`src/rtl/mc_ctrl_pkg.sv`:
```
// Shared encodings for the multicycle controller: opcodes, FSM states, ALU
// functions, datapath select codes and the bundled control-word type.
package mc_ctrl_pkg;

  localparam logic [3:0] OP_ADD  = 4'b0000;
  localparam logic [3:0] OP_SUB  = 4'b0001;
  localparam logic [3:0] OP_AND  = 4'b0010;
  localparam logic [3:0] OP_NEG  = 4'b0011;
  localparam logic [3:0] OP_ADDI = 4'b0100;
  localparam logic [3:0] OP_LDR  = 4'b0101;
  localparam logic [3:0] OP_STR  = 4'b0110;
  localparam logic [3:0] OP_BEQ  = 4'b0111;
  localparam logic [3:0] OP_BLT  = 4'b1000;
  localparam logic [3:0] OP_JMP  = 4'b1001;
  localparam logic [3:0] OP_NOP  = 4'b1101;
  localparam logic [3:0] OP_HALT = 4'b1111;

  typedef enum logic [3:0] {
    S_FETCH    = 4'd0,
    S_DECODE   = 4'd1,
    S_EXEC_R   = 4'd2,
    S_EXEC_I   = 4'd3,
    S_MEM_ADDR = 4'd4,
    S_MEM_RD   = 4'd5,
    S_MEM_WR   = 4'd6,
    S_WB_ALU   = 4'd7,
    S_WB_MEM   = 4'd8,
    S_BRANCH   = 4'd9,
    S_JUMP     = 4'd10,
    S_HALT     = 4'd11
  } state_e;

  localparam logic [2:0] ALU_ADD = 3'b000;
  localparam logic [2:0] ALU_SUB = 3'b001;
  localparam logic [2:0] ALU_AND = 3'b011;
  localparam logic [2:0] ALU_NEG = 3'b100;

  localparam logic [1:0] SRCB_REG = 2'b00;
  localparam logic [1:0] SRCB_ONE = 2'b01;
  localparam logic [1:0] SRCB_IMM = 2'b10;
  localparam logic [1:0] SRCB_OFF = 2'b11;

  localparam logic [1:0] PCSRC_ALU    = 2'b00;
  localparam logic [1:0] PCSRC_ALUOUT = 2'b01;
  localparam logic [1:0] PCSRC_JUMP   = 2'b10;

  typedef struct packed {
    logic       pc_write;
    logic       ir_write;
    logic       mem_read;
    logic       mem_write;
    logic       reg_write;
    logic       iord;
    logic       reg_dst;
    logic       mem_to_reg;
    logic       alu_src_a;
    logic [1:0] alu_src_b;
    logic [1:0] pc_src;
    logic [2:0] alu_op;
    logic       halted;
    logic [3:0] state_dbg;
  } ctrl_t;

  function automatic logic is_rtype(input logic [3:0] op);
    return (op == OP_ADD) || (op == OP_SUB) || (op == OP_AND) || (op == OP_NEG);
  endfunction

  function automatic logic [2:0] rtype_alu_op(input logic [3:0] op);
    logic [2:0] f;
    case (op)
      OP_SUB:  f = ALU_SUB;
      OP_AND:  f = ALU_AND;
      OP_NEG:  f = ALU_NEG;
      default: f = ALU_ADD;
    endcase
    return f;
  endfunction

endpackage

```
`src/rtl/mc_ctrl_decode.sv`:
```
// Combinational control-word decoder for the multicycle FSM. mem_ok is the
// memory handshake (driven by mem_ready under MC_MEM_WAIT_EN, else tied high).
module mc_ctrl_decode
  import mc_ctrl_pkg::*;
(
  input  state_e     state,
  input  logic       rst,
  input  logic [3:0] opcode,
  input  logic       zero,
  input  logic       neg,
  input  logic       mem_ok,
  output ctrl_t      ctrl
);

  state_e dec_state;

  always_comb begin
    // While in reset the datapath sees the FETCH selects with every enable low.
    dec_state      = rst ? S_FETCH : state;
    ctrl           = '0;
    ctrl.state_dbg = dec_state;
    case (dec_state)
      S_FETCH: begin
        ctrl.mem_read  = !rst;
        ctrl.ir_write  = !rst && mem_ok;
        ctrl.pc_write  = !rst && mem_ok;
        ctrl.iord      = 1'b0;
        ctrl.alu_src_a = 1'b0;
        ctrl.alu_src_b = SRCB_ONE;
        ctrl.alu_op    = ALU_ADD;
        ctrl.pc_src    = PCSRC_ALU;
      end
      S_DECODE: begin
        ctrl.alu_src_a = 1'b0;
        ctrl.alu_src_b = SRCB_OFF;
        ctrl.alu_op    = ALU_ADD;
      end
      S_EXEC_R: begin
        ctrl.alu_src_a = 1'b1;
        ctrl.alu_src_b = SRCB_REG;
        ctrl.alu_op    = rtype_alu_op(opcode);
      end
      S_EXEC_I, S_MEM_ADDR: begin
        ctrl.alu_src_a = 1'b1;
        ctrl.alu_src_b = SRCB_IMM;
        ctrl.alu_op    = ALU_ADD;
      end
      S_MEM_RD: begin
        ctrl.mem_read = 1'b1;
        ctrl.iord     = 1'b1;
      end
      S_MEM_WR: begin
        ctrl.mem_write = 1'b1;
        ctrl.iord      = 1'b1;
      end
      S_WB_ALU: begin
        ctrl.reg_write  = 1'b1;
        ctrl.mem_to_reg = 1'b0;
        ctrl.reg_dst    = is_rtype(opcode);
      end
      S_WB_MEM: begin
        ctrl.reg_write  = 1'b1;
        ctrl.mem_to_reg = 1'b1;
        ctrl.reg_dst    = 1'b0;
      end
      S_BRANCH: begin
        ctrl.alu_src_a = 1'b1;
        ctrl.alu_src_b = SRCB_REG;
        ctrl.alu_op    = ALU_SUB;
        ctrl.pc_src    = PCSRC_ALUOUT;
        ctrl.pc_write  = ((opcode == OP_BEQ) && zero) || ((opcode == OP_BLT) && neg);
      end
      S_JUMP: begin
        ctrl.pc_write = 1'b1;
        ctrl.pc_src   = PCSRC_JUMP;
      end
      S_HALT: begin
        ctrl.halted = 1'b1;
      end
      default: ;
    endcase
  end

endmodule

```
`src/rtl/multicycle_controller.sv`:
```
// Multicycle CPU control FSM: state register, next-state logic and the
// control-word decoder. Define MC_MEM_WAIT_EN to add the mem_ready handshake.
module multicycle_controller
  import mc_ctrl_pkg::*;
(
  input  logic       clk,
  input  logic       rst,
  input  logic [3:0] opcode,
  input  logic       zero,
  input  logic       neg,
`ifdef MC_MEM_WAIT_EN
  input  logic       mem_ready,
`endif
  output logic       pc_write,
  output logic       ir_write,
  output logic       mem_read,
  output logic       mem_write,
  output logic       reg_write,
  output logic       iord,
  output logic       reg_dst,
  output logic       mem_to_reg,
  output logic       alu_src_a,
  output logic [1:0] alu_src_b,
  output logic [1:0] pc_src,
  output logic [2:0] alu_op,
  output logic       halted,
  output logic [3:0] state_dbg
);

  state_e state_q;
  state_e state_d;
  logic   mem_ok;
  ctrl_t  ctrl;

`ifdef MC_MEM_WAIT_EN
  assign mem_ok = mem_ready;
`else
  assign mem_ok = 1'b1;
`endif

  always_ff @(posedge clk) begin
    state_q <= state_d;
  end

  // Opcode comes straight from the IR, which is stable from DECODE onward.
  always_comb begin
    state_d = state_q;
    if (rst) begin
      state_d = S_FETCH;
    end else begin
      case (state_q)
        S_FETCH:  state_d = mem_ok ? S_DECODE : S_FETCH;
        S_DECODE: begin
          case (opcode)
            OP_ADD, OP_SUB, OP_AND, OP_NEG: state_d = S_EXEC_R;
            OP_ADDI:                        state_d = S_EXEC_I;
            OP_LDR, OP_STR:                 state_d = S_MEM_ADDR;
            OP_BEQ, OP_BLT:                 state_d = S_BRANCH;
            OP_JMP:                         state_d = S_JUMP;
            OP_HALT:                        state_d = S_HALT;
            default:                        state_d = S_FETCH;
          endcase
        end
        S_EXEC_R, S_EXEC_I: state_d = S_WB_ALU;
        S_MEM_ADDR: state_d = (opcode == OP_LDR) ? S_MEM_RD : S_MEM_WR;
        S_MEM_RD:   state_d = mem_ok ? S_WB_MEM : S_MEM_RD;
        S_MEM_WR:   state_d = mem_ok ? S_FETCH : S_MEM_WR;
        S_WB_ALU, S_WB_MEM, S_BRANCH, S_JUMP: state_d = S_FETCH;
        S_HALT:     state_d = S_HALT;
        default:    state_d = S_FETCH;
      endcase
    end
  end

  mc_ctrl_decode u_decode (
    .state  (state_q),
    .rst    (rst),
    .opcode (opcode),
    .zero   (zero),
    .neg    (neg),
    .mem_ok (mem_ok),
    .ctrl   (ctrl)
  );

  assign pc_write   = ctrl.pc_write;
  assign ir_write   = ctrl.ir_write;
  assign mem_read   = ctrl.mem_read;
  assign mem_write  = ctrl.mem_write;
  assign reg_write  = ctrl.reg_write;
  assign iord       = ctrl.iord;
  assign reg_dst    = ctrl.reg_dst;
  assign mem_to_reg = ctrl.mem_to_reg;
  assign alu_src_a  = ctrl.alu_src_a;
  assign alu_src_b  = ctrl.alu_src_b;
  assign pc_src     = ctrl.pc_src;
  assign alu_op     = ctrl.alu_op;
  assign halted     = ctrl.halted;
  assign state_dbg  = ctrl.state_dbg;

endmodule
```
`config.mk`:
```
export PLATFORM = sky130hd
export DESIGN_NAME = multicycle_controller
export DESIGN_NICKNAME = d
export VERILOG_FILES = /design/src/rtl/mc_ctrl_pkg.sv /design/src/rtl/mc_ctrl_decode.sv /design/src/rtl/multicycle_controller.sv
export SDC_FILE = /design/constraint.sdc
export NUM_CORES = 1
export LEC_CHECK = 0
export ABC_AREA = 1
export BUFFER_PORTS_ARGS = -buffer_cell sky130_fd_sc_hd__buf_2
export CAP_MARGIN = 10
export CELL_PAD_IN_SITES_DETAIL_PLACEMENT = 1
export CELL_PAD_IN_SITES_GLOBAL_PLACEMENT = 2
export CORE_UTILIZATION = 23
export DETAILED_ROUTE_END_ITERATION = 10
export GPL_TIMING_DRIVEN = 0
export PLACE_DENSITY_LB_ADDON = 0.1
export SLEW_MARGIN = 20
export SYNTH_ARGS = -nofsm -noshare
export SYNTH_HDL_FRONTEND = slang
export SYNTH_HIERARCHICAL = 1
export SYNTH_SLANG_ARGS = --single-unit
export TNS_END_PERCENT = 5
```
`constraint.sdc`:
```
create_clock -name clk -period 2 [get_ports clk]
set_input_delay 0.2 -clock clk [delete_from_list [all_inputs] [get_ports clk]]
set_output_delay 0.2 -clock clk [all_outputs]
set_load 0.1 [all_outputs]
```
==> out/results.txt <==
The number of top-level pins is 29. Leaving out fill and tap cells, the most frequent cells in the layout are 25 x sky130_fd_sc_hd__inv_1, 20 x sky130_fd_sc_hd__nand2_1, 18 x sky130_fd_sc_hd__buf_2. The flip-flop and latch count after synthesis is 4. For the number of endpoints failing setup at the final stage, the log shows 0. After clock tree synthesis, the clock-pin slew on the worst setup and hold paths is 40 ps. The first routing iteration left 16 violations.

Count of antenna-violating nets left after detailed routing: 0. The most frequent standard cell in the layout excluding fill and tap cells is sky130_fd_sc_hd__inv_1. The largest registers in the layout are state_q x4.

The die is 56.1 um tall. TritonCTS built the clock tree. Counting cells, the worst reg-to-reg path comes to 8. Once the clock tree was built, the setup fixing pass inserted 0 buffers. Synthesized area divided by synthesized cell count: 5.46 sq um.

Yosys printed 6 warnings. The tools report the endpoint of the worst hold path as state_q[1]. The synthesized net count came out at 134. The startpoint identified for the worst register-to-register timing path is state_q[2].

For this design the ratio of total power to cell area is 1350 mW/mm^2. Counting instances, the worst hold path has a depth of 2. Counting flops per register, the top entry is state_q. After floorplanning, the core was divided into 19 placement rows. The fraction of final layout cells with drive strength greater than 1 was 42.9%; the level count of the clock H-tree was 1.

For the starting density of the core, the log shows 24.4%. The sum of routed wire length over all layers came out at 2140 um. The tightest hold path in the finished design has a slack of 324 ps.

The logs give 3 for the CTS buffer count and 230 ps for the clock insertion delay at the later pin of the skew report. At the placement stage, the worst setup path has a slack of 53.3 ps. The flow ran to the end, and the final reports show no timing, DRC or antenna violations. The placeable core area came out at 0.00276 sq mm.

The run gives 3720 um as the global-route wire length before repair. For this design the static power due to leakage is 0.550 nW. The logs give 123 for the gate count of the mapped netlist and 0 for the max-capacitance violation count. Horizontal die dimension: 56.1 um.

STA classifies the critical path startpoint as a register. STA classifies the critical path endpoint as a primary output. 0 antenna diodes ended up in the layout.

Once detailed placement completed, the half-perimeter wirelength came to 1860 um. Of all nets on the critical path, the largest fanout is 5. Area growth from synthesis to layout: 46.9%. Entering global routing, the biggest net connects 11 pins. The logs give 2 for the number of iterations in the first detailed-routing pass and 35.8% for the final standard cell utilization of the core. The summed instance area of the synthesized netlist was 672 sq um. The initial antenna violation count was 0; the count of unresolved DRC violations after routing was 0. Clock root buffer: sky130_fd_sc_hd__clkbuf_4. Average wire per cell in the routed design: 11.6 um.

The worst-case vdd ir drop is 1.06 mV, and the worst clock skew is 1.45 ps. The clock net in this run drives a total of 4 sinks. Based on the critical path, the design can be clocked at up to 536 MHz.

The startpoint identified for the worst hold timing path is rst. Data on the critical path is required at its endpoint by 1800 ps. The total overflow left after global routing is 0. The fraction of the cycle the final worst path needs is 93.2%.

In this run the register-to-register setup slack is 940 ps. Adding up every negative setup slack in the final design gives 0 ps. Setup slack closes at 136 ps. The routed design could run at a clock period as short as 1860 ps. The congestion estimate from routability-driven global placement came to 0.753. The clock passes through at most 2 buffers. The netlist uses 23 different library cells. The routed layout has 871 vias. The number of global-route vias before repair was 866. The layout has 370 filler cells. The type of the setup path with the least slack is reg2out. Setup repair after global routing left no endpoint under its margin. The final-report hold violation count came out at 0. The die covers 0.00314 sq mm. The number of input and output port buffers inserted is 28. The run gives 167 as the post-layout net count.

The register with the most flip-flops in the layout has 4 of them. The tools report the final number of max-transition violations as 0. Power comes to 1.33 mW. The tools report the critical register-to-register path endpoint as state_q[0]. The worst hold path class is in2reg.

In the global route stage, overall resource usage came out at 14.6%. The via-per-instance ratio was 4.71; the arrival time of data at the critical path endpoint was 1660 ps. The sequential share of the synthesized area came out at 11.9%.
==> power by group <==
group | switching [mW] | internal (mW) | leakage (nW)
sequential | 0.0693 | 0.118 | 0.0340
clock | 0.0323 | 0.0671 | 0.0138
combinational | 0.815 | 0.228 | 0.503
==> layer usage <==
| metal | global-route usage, % | wire (um) | share of wire, % |
|---|---|---|---|
| met5 | 0 | 0 | 0 |
| met4 | 1.05 | 0 | 0 |
| met3 | 3.26 | 85 | 4.0 |
| met2 | 27.6 | 1110 | 52 |
| met1 | 17.4 | 937 | 44 |
==> Yosys cell counts, drive strengths merged <==
master  number  share of area, %
xnor2        1               1.3
o211ai       1               1.1
ha           3               5.6
nand4        1              0.93
a31oi        2               1.9
conb         1              0.56
dfxtp        4                12
or2          1              0.93
nor3         3               2.2
o21bai       1               1.1
a21oi        3               2.8
inv         29                16
nor2        25                19
o21ai        7               5.2
nand2       26                16
nand3       15                13
==> layout make-up <==
| class | instances | area, sq um | area share (%) |
|---|---|---|---|
| Clock buffer | 3 | 22.5 | 2.28 |
| Inverter | 29 | 109 | 11.0 |
| Multi-Input combinational cell | 90 | 568 | 57.5 |
| Sequential cell | 4 | 83.8 | 8.49 |
| Tap cell | 31 | 38.8 | 3.93 |
| Timing Repair Buffer | 28 | 165 | 16.7 |
==> per-stage QoR <==
step / area, sq um / cells
after floorplan: 751 / 123
after global placement: 930 / 182
after detailed placement: 930 / 182
after CTS: 975 / 185
after global routing: 987 / 185
final: 987 / 185
==> worst max-delay path by stage <==
| stage | from | end | cells past startpoint |
|---|---|---|---|
| floorplan | state_q[0] | pc_write | 6 |
| global placement | rst | reg_dst | 7 |
| detailed placement | rst | reg_dst | 7 |
| CTS | state_q[3] | ir_write | 4 |
| global route | state_q[2] | reg_dst | 5 |
| finish | state_q[2] | reg_dst | 5 |
==> what timing repair did <==
item | CTS | global route
setup endpoints to repair | 10 | 13
hold buffers | 0 | 0
gates resized for setup | 9 | 6
==> logic make-up after synthesis <==
kind of cell,count (synthesis),share of synthesized area (%)
AO/OA/AOI/OAI,14,12.1
XOR/XNOR,1,1.30
adder cells (fa/ha/maj),3,5.59
buffers and inverters,29,16.2
flip-flops,4,11.9
other,1,0.558
AND/OR/NAND/NOR,71,52.3
==> worst max-delay path, stage by stage, from the launching register on <==
cell	delay, ps
sky130_fd_sc_hd__dfxtp_1	410
sky130_fd_sc_hd__nand2_1	160
sky130_fd_sc_hd__nor2_2	210
sky130_fd_sc_hd__nand3_1	190
sky130_fd_sc_hd__nor3_4	150
sky130_fd_sc_hd__buf_4	310
Power figures use the tool's default switching activity.
